===== config.mk =====
export PLATFORM = sky130hd
export DESIGN_NAME = pipe_stage_buffer
export DESIGN_NICKNAME = d
export VERILOG_FILES = /design/src/rtl/pipe_stage_buffer.sv
export SDC_FILE = /design/constraint.sdc
export NUM_CORES = 1
export LEC_CHECK = 0
export CAP_MARGIN = 10
export CORE_ASPECT_RATIO = 0.9
export CORE_MARGIN = 8
export CORE_UTILIZATION = 43
export DETAILED_ROUTE_END_ITERATION = 12
export PLACE_DENSITY = 0.84
export RECOVER_POWER = 100
export SYNTH_ARGS = -nofsm -noshare
export SYNTH_HDL_FRONTEND = slang
export SYNTH_SLANG_ARGS = --single-unit

===== constraint.sdc =====
create_clock -name clock -period 5.35 [get_ports clock]
set_clock_uncertainty 0.1 [all_clocks]
set_input_delay 1.605 -clock clock [delete_from_list [all_inputs] [get_ports clock]]
set_output_delay 1.605 -clock clock [all_outputs]
set_load 0.05 [all_outputs]

===== src/rtl/pipe_stage_buffer.sv =====
// Parametrised inter-stage pipeline register for the 16-bit RISC datapath.
// STAGES slots with valid tracking, stall/flush, forwarding lookup and a bubble counter.
module pipe_stage_buffer #(
    parameter int unsigned DATA_W = 16,
    parameter int unsigned REG_W  = 3,
    parameter int unsigned CTRL_W = 4,
    parameter int unsigned STAGES = 1,
    parameter int unsigned CNT_W  = 16
) (
    input  logic              clock,
    input  logic              reset,
    input  logic              in_valid,
    input  logic [DATA_W-1:0] in_alu,
    input  logic [DATA_W-1:0] in_store,
    input  logic [REG_W-1:0]  in_dest,
    input  logic [CTRL_W-1:0] in_ctrl,
    input  logic              in_regwrite,
    input  logic              stall,
    input  logic              flush,
    input  logic [REG_W-1:0]  query_reg,
    output logic              out_valid,
    output logic [DATA_W-1:0] out_alu,
    output logic [DATA_W-1:0] out_store,
    output logic [REG_W-1:0]  out_dest,
    output logic [CTRL_W-1:0] out_ctrl,
    output logic              out_regwrite,
    output logic              fwd_hit,
    output logic [DATA_W-1:0] fwd_val,
    output logic [CNT_W-1:0]  bubble_count
);

    if (STAGES < 1 || STAGES > 4) begin : g_bad_stages
        $error("pipe_stage_buffer: STAGES must be in 1..4");
    end

    logic              valid_q    [STAGES];
    logic              valid_d    [STAGES];
    logic [DATA_W-1:0] alu_q      [STAGES];
    logic [DATA_W-1:0] alu_d      [STAGES];
    logic [DATA_W-1:0] store_q    [STAGES];
    logic [DATA_W-1:0] store_d    [STAGES];
    logic [REG_W-1:0]  dest_q     [STAGES];
    logic [REG_W-1:0]  dest_d     [STAGES];
    logic [CTRL_W-1:0] ctrl_q     [STAGES];
    logic [CTRL_W-1:0] ctrl_d     [STAGES];
    logic              regwrite_q [STAGES];
    logic              regwrite_d [STAGES];
    logic [CNT_W-1:0]  bubble_q;
    logic [CNT_W-1:0]  bubble_d;

    // Flush beats stall; an invalid input enters slot 0 as an all-zero bubble.
    always_comb begin
        for (int unsigned i = 0; i < STAGES; i++) begin
            valid_d[i]    = valid_q[i];
            alu_d[i]      = alu_q[i];
            store_d[i]    = store_q[i];
            dest_d[i]     = dest_q[i];
            ctrl_d[i]     = ctrl_q[i];
            regwrite_d[i] = regwrite_q[i];
        end
        if (flush) begin
            for (int unsigned i = 0; i < STAGES; i++) begin
                valid_d[i]    = 1'b0;
                alu_d[i]      = '0;
                store_d[i]    = '0;
                dest_d[i]     = '0;
                ctrl_d[i]     = '0;
                regwrite_d[i] = 1'b0;
            end
        end else if (!stall) begin
            valid_d[0]    = in_valid;
            alu_d[0]      = in_valid ? in_alu : '0;
            store_d[0]    = in_valid ? in_store : '0;
            dest_d[0]     = in_valid ? in_dest : '0;
            ctrl_d[0]     = in_valid ? in_ctrl : '0;
            regwrite_d[0] = in_valid & in_regwrite;
            for (int unsigned i = 1; i < STAGES; i++) begin
                valid_d[i]    = valid_q[i-1];
                alu_d[i]      = alu_q[i-1];
                store_d[i]    = store_q[i-1];
                dest_d[i]     = dest_q[i-1];
                ctrl_d[i]     = ctrl_q[i-1];
                regwrite_d[i] = regwrite_q[i-1];
            end
        end
    end

    always_comb begin
        bubble_d = bubble_q;
        if (!valid_q[STAGES-1] && bubble_q != '1) begin
            bubble_d = bubble_q + CNT_W'(1);
        end
    end

    always_ff @(posedge clock or posedge reset) begin
        if (reset) begin
            for (int unsigned i = 0; i < STAGES; i++) begin
                valid_q[i]    <= 1'b0;
                alu_q[i]      <= '0;
                store_q[i]    <= '0;
                dest_q[i]     <= '0;
                ctrl_q[i]     <= '0;
                regwrite_q[i] <= 1'b0;
            end
            bubble_q <= '0;
        end else begin
            for (int unsigned i = 0; i < STAGES; i++) begin
                valid_q[i]    <= valid_d[i];
                alu_q[i]      <= alu_d[i];
                store_q[i]    <= store_d[i];
                dest_q[i]     <= dest_d[i];
                ctrl_q[i]     <= ctrl_d[i];
                regwrite_q[i] <= regwrite_d[i];
            end
            bubble_q <= bubble_d;
        end
    end

    // Scan from youngest slot; first match wins. R0 never forwards.
    always_comb begin
        logic found;
        found   = 1'b0;
        fwd_hit = 1'b0;
        fwd_val = '0;
        for (int unsigned i = 0; i < STAGES; i++) begin
            if (!found && query_reg != '0 && valid_q[i] && regwrite_q[i] &&
                dest_q[i] == query_reg) begin
                found   = 1'b1;
                fwd_hit = 1'b1;
                fwd_val = alu_q[i];
            end
        end
    end

    assign out_valid    = valid_q[STAGES-1];
    assign out_alu      = alu_q[STAGES-1];
    assign out_store    = store_q[STAGES-1];
    assign out_dest     = dest_q[STAGES-1];
    assign out_ctrl     = valid_q[STAGES-1] ? ctrl_q[STAGES-1] : '0;
    assign out_regwrite = valid_q[STAGES-1] & regwrite_q[STAGES-1];
    assign bubble_count = bubble_q;

endmodule


Word level (Yosys, flattened, before mapping)
Cells that the tools add are included.
{"block": "op_classes", "n_addsub": 1, "n_eq_ne": 3, "muxes": 19, "bitwise_logic": 2, "n_reduce_logical": 6}
{"op": "16-bit 2-to-1 mux", "n": 7}
{"op": "16-bit by 1-bit adder with 16-bit output (second input constant)", "n": 1}
{"op": "4-bit 2-to-1 mux", "n": 4}
{"op": "16-bit inequality test (second input constant)", "n": 1}
{"op": "3-bit 2-to-1 mux", "n": 3}
{"op": "1-bit 2-to-1 mux", "n": 5}
{"op": "1-bit logical AND", "n": 4}
{"op": "3-bit == test", "n": 1}
{"op": "3-bit nonzero test", "n": 1}
{"op": "1-bit AND", "n": 2}
{"op": "2-bit by 1-bit inequality test with 1-bit output (second input constant)", "n": 1}
{"op": "1-bit zero test", "n": 1}
{"block": "word_totals", "regBits": 57, "inputBits": 48, "word_cells": 38}

Logic depth before layout (Yosys ltp)
{"block": "logic_depth", "depth_word": 5, "ltp_mapped": 5}

Worst setup path before layout
OpenSTA, ideal clock, no wires.
{"block": "synth_timing", "path_type": "input port to output port", "start": "in query_reg[2]", "end": "out fwd_val[10]", "arrival_ns": 2.856, "path_slack_ns": 0.789, "path_stages": 5, "cell_sequence": "xnor2_1 > nand3_1 > a21oi_2 > buf_2 > and2_1"}
{"block": "synth_between", "elab_chain_len": 5}
{"item": "start: declaration", "line_no": "20", "text": "input logic [REG_W-1:0] query_reg,"}
{"item": "3-bit nonzero test", "line_no": "126", "text": "if (!found && query_reg != '0 && valid_q[i] && regwrite_q[i] &&"}
{"item": "1-bit logical AND (2 in series)", "line_no": "126"}
{"item": "1-bit logical AND *", "line_no": "126"}
{"item": "16-bit 2-to-1 mux *", "line_no": "126"}
{"item": "end: declaration", "line_no": "28", "text": "output logic [DATA_W-1:0] fwd_val,"}
Mark *: on every way between the ends. The rest lies on a longest branch, timed or not.

Worst setup path after layout
{"block": "layout_timing", "start": "in query_reg[2]", "end": "out fwd_val[11]"}
Same word-level chain as after synthesis.

==> results_dict.tcl <==
set metrics [dict create \
    ctsHoldBuffers 0 \
    violations "max-capacitance violations, max-slew violations" \
    htree_levels 3 \
    cp.buffers_inverters 3 \
    grt_max_degree 42 \
    path_clk_slew_ns 0.06 \
    tritoncts "built" \
    hp-class "flop to flop" \
    hpwlAfterDp_mm 5.48 \
    fin_crit_sh_pct 88.7 \
    cts_root_buf "clkbuf_8" \
    grt_usage_pct 17.6 \
    die_x_um 96.3 \
    synth-seq-area-share_pct 57.1 \
    vias 2082 \
    drv_slew 77 \
    row_count 26 \
    cts_made_buffers 9 \
    cts.sinks 57 \
    cp_cell_sequence "clkdlybuf4s50_1 -> xnor2_1 -> nand3_1 -> a21oi_2 -> buf_4 -> and2_0 -> buf_12" \
    die-area_um2 8510 \
    area_delta_synth_final_pct 63.5 \
    syn_nets 251 \
    placed_cells_incl_taps 387 \
    p_total_w 0.00124 \
    startpoint_type "primary input" \
    p_int_w 0.000826 \
    drive_above_1_share_pct 11.1 \
    synth_edf_count 0 \
    pwr-share-comb_pct 26.6 \
    drt_first_pass_iters 5 \
    synth_area_um2 2500 \
    core_area_um2 5660 \
    avgSynthCellArea_um2 12.4 \
    p_leak_nw 1.95 \
    grt_pass1_wl_mm 11.5 \
    slowest_delay_ns 0.49 \
    switchingPower_w 0.000417 \
    antenna_found_initial 0 \
    dpl_cell_area_um2 3970 \
    post-cts-setup-buffers 0 \
    cp.arrival_ns 3.04 \
    worst_pin_slew_ns 1.76 \
    netSwitchingFraction_pct 33.5 \
    final_cells 402 \
    path_class "primary input to output pin" \
    synth-seq-cells 57 \
    io-pin-count 122 \
    fmax_ghz 0.211 \
    seq_power_share_pct 41.8 \
    final_util_pct 72.1 \
    fin_area_um2 4080 \
    worstSkewPairLatency_ns 0.32 \
    clockBufferDepth 2 \
    avgRoutedWirePerCell_um 17.8 \
    ir_drop_mv 0.389 \
    slowest_stage "clkdlybuf4s50_1" \
    final_antenna_net_count 0 \
    outcome "finished, violations left" \
    power.density_nw_per_um2 304 \
    vias_per_cell 5.18 \
    route.detailed.drc 0 \
    finalHoldViolCount 0 \
    worstPathMaxFanout 17 \
    syn_inst 202 \
    cp_top_family "buffers and inverters" \
    insertedDiodeCount 0 \
    maxCapViolations 2 \
    rsz0062_at_grt "no" \
    grt_overflow_total 0 \
    setup_violations 0 \
    fp.dieH_um 88.3 \
    synth.distinct_cells 34 \
    ctsResizeCount 0 \
    first_iter_violations 87 \
    end_kind "output pin" \
    async_reset_ff_share_pct 100 \
    fin_crit_ns 4.74 \
    required_ns 3.65 \
    p_clk_share_pct 31.6 \
    start_util_pct 44.1 \
    synthFlopType "dfrtp_1" \
    finalWeightedCongestion 0.796 \
    yosys_warnings 0 \
    slew_headroom_pct -17.6 \
    tns_ns 0 \
    grt_pass1_vias 2206 \
    portBuffers 121 \
    nets 377 \
    wl_mm 7.14 \
]
[Yosys cell counts (3+ instances only)]
cell	number	area (µm²)
o21ai_0	4	20.0
clkbuf_1	9	33.8
nand3_1	7	35.0
nor2b_1	3	18.8
a22o_1	40	350
xor2_1	6	52.6
nor2_1	6	22.5
xnor2_1	5	43.8
nor3_1	4	20.0
dfrtp_1	57	1430
inv_1	3	11.3
and2_1	21	131
nand2_1	6	22.5
and4_1	3	26.3
mux2_1	3	33.8
[path summary, 6_finish.rpt]
check                      slack [ns]            start  depth (start not counted)              end
min                              0.40     out_store[5]                          1     out_store[5]
max reg2reg                      3.25  bubble_count[0]                          5  bubble_count[1]
max                              0.61     query_reg[2]                          7      fwd_val[11]
min in group asynchronous        1.80            reset                          2  bubble_count[1]
max in group asynchronous        1.29            reset                          3      out_alu[13]
min reg2reg                      0.40     out_store[5]                          1     out_store[5]
[registers in the layout (all words and copies together), names as in the netlist]
register,flops
bubble_count,16
ctrl_q,4
out_alu,16
out_dest,3
out_store,16
out_valid,1
regwrite_q,1
[placed cells by master (no fill, tap or decap), types with 3 or more instances in the layout]
cell type         n
xnor2_1           5
and4_1            4
mux2_1            4
xor2_1            6
o21ai_0           4
nor2_1            6
and2_1            5
nor3_1            4
dlygate4sd3_1    59
clkbuf_1          3
clkbuf_8         11
buf_12           17
nor2b_1           3
nand2_1           6
nor4_1            3
nand4_1           4
a22o_1           40
clkdlybuf4s50_1  45
dfrtp_1          57
inv_1             3
and2_0           16
nand3_1           7
[logic make-up after synthesis]
kind of cell / share of synthesized area, %
AO/OA/AOI/OAI: 16.5
XOR/XNOR: 3.86
adder cells (fa/ha/maj): 0.501
buffers and inverters: 2.00
flip-flops: 57.1
multiplexers: 1.95
AND/OR/NAND/NOR: 18.1
[power by group through the flow]
stage / logic, W / registers [W] / clock network (W)
floorplan: 0.0000952 / 0.000660 / 0
global placement: 0.000359 / 0.000534 / 0
detailed placement: 0.000365 / 0.000536 / 0
CTS: 0.000365 / 0.000529 / 0.000403
global route: 0.000353 / 0.000529 / 0.000425
finish: 0.000331 / 0.000519 / 0.000393
[through the flow]
step | setup slack (ns) | hold WS [ns]
after floorplan | 0.789 | 0.365
after global placement | 0.697 | 0.380
after detailed placement | 0.641 | 0.388
after CTS | 0.647 | 0.402
after global routing | 0.513 | 0.421
final | 0.607 | 0.398
[layout make-up]
cell class	instances	area [µm²]
clock buffers	12	155
clock inverters	3	40.0
fillers	418	1580
inverters	3	11.3
multi-input cells	132	960
flip-flops and latches	57	1430
well taps	70	87.6
repair buffers	125	1400
[metal layers]
metal	vias to the layer above	share of wire, %	routed length [µm]	GRT usage [%]
met5	-	0	0	0
met1	992	38	2710	18.5
met2	85	50	3590	29.4
met4	0	1.3	91	5.91
met3	11	10	743	9.75
li1	994	-	-	-
Note: power is estimated with default switching activity, not from simulation.
==> edit: new RTL, config.mk and constraints unchanged <==
Change the parameter `REG_W` from 3 to 6.
--- a/src/rtl/pipe_stage_buffer.sv
+++ b/src/rtl/pipe_stage_buffer.sv
@@ -2,7 +2,7 @@
 // STAGES slots with valid tracking, stall/flush, forwarding lookup and a bubble counter.
 module pipe_stage_buffer #(
     parameter int unsigned DATA_W = 16,
-    parameter int unsigned REG_W  = 3,
+    parameter int unsigned REG_W  = 6,
     parameter int unsigned CTRL_W = 4,
     parameter int unsigned STAGES = 1,
     parameter int unsigned CNT_W  = 16
Ports: changed (resized in_dest, out_dest and query_reg); port bits go from 122 to 131. The function was not compared with the original's and may differ.
==> edit against the unedited design <==
- the flow still finishes with violations (capacitance limit, slew limit)
- maximum frequency down 9.0%
- sequential cell count up 3
- power up 2.1%
- synthesized area up 5.4%
- count of clock-buffer cells in the layout up 3
- routed wire length up 12%
- worst setup slack worse by 0.47 ns
- clock power down 5.3%
- design area up 5.2%
- critical endpoint is now fwd_val[14]
==> edit: results (changes against the unedited design) <==
[run_status]
outcome=finished, violations left
violations=capacitance limit, slew limit

[flow_run]
max_cap_violations=2  ; unchanged

[drt]
drt_first_pass_iters=4  ; -1
met1_length_um=3273  ; +21%
routedWlPerCell_um=18.93  ; +6.6%
vias=2224  ; +6.8%
drt-initial-drc-count=49  ; -44%

[yosys]
synth.top_cells.by_area=dfrtp_1 (57%), a22o_1 (14%), and2_1 (5.5%)
ys_types=38  ; +12%
syn_inst=212  ; +5.0%
synth-seq-area-share=0.5706  ; about the same

[global_routing]
grt_pass1_wl_um=12830  ; +12%
grtUsageMet3=0.1094  ; +0.01186
met1_usage=0.2131  ; +0.02855

[power]
ir_drop_mv=0.1535  ; -61%
p_leak_uw=0.002026  ; +4.1%

[setup_path]
r2r_setup_slack_ns=3.19  ; -0.06 ns
crit_path_start=query_reg[1]
critPathArrivalTime_ns=3.51  ; +0.47 ns

[timing]
min_period_over_period=0.9747  ; +0.08813
drv_slew=79  ; +2.6%

[placed_design]
dpl.cell_count=406  ; +4.9%
gp_congestion=0.8181  ; +2.8%

[min_path]
hp-start=out_store[6]

[finish]
layout.nets=400  ; +6.1%

## edit: cell count changes after synthesis, sizes merged, moves of 3 or more
| cell | before | now |
|---|---|---|
| xnor2 | 5 | 10 |
| nor3 | 4 | 0 |
| a22o | 40 | 43 |
| dfrtp | 57 | 60 |
| xor2 | 6 | 3 |
## edit: power breakdown
part | leakage (uW) | internal [uW] | switching (uW)
Combinational | 0.00112 | 127 | 225
Sequential | 0.000808 | 495 | 50.8
Clock | 0.0000937 | 206 | 165
## edit: layout make-up
cell class	instances	share of cell area
clock inverters	1	0.001165
repair buffers	132	0.3388
flip-flops and latches	60	0.3495
inverters	4	0.003787
multi-input cells	138	0.2447
well taps	72	0.02097
clock buffers	15	0.04107
## edit: critical path: stages
cell	delay, ns
clkdlybuf4s50_1	0.50
xnor2_1	0.12
nand4_1	0.17
a211oi_4	0.62
and2_1	0.25
clkbuf_4	0.24
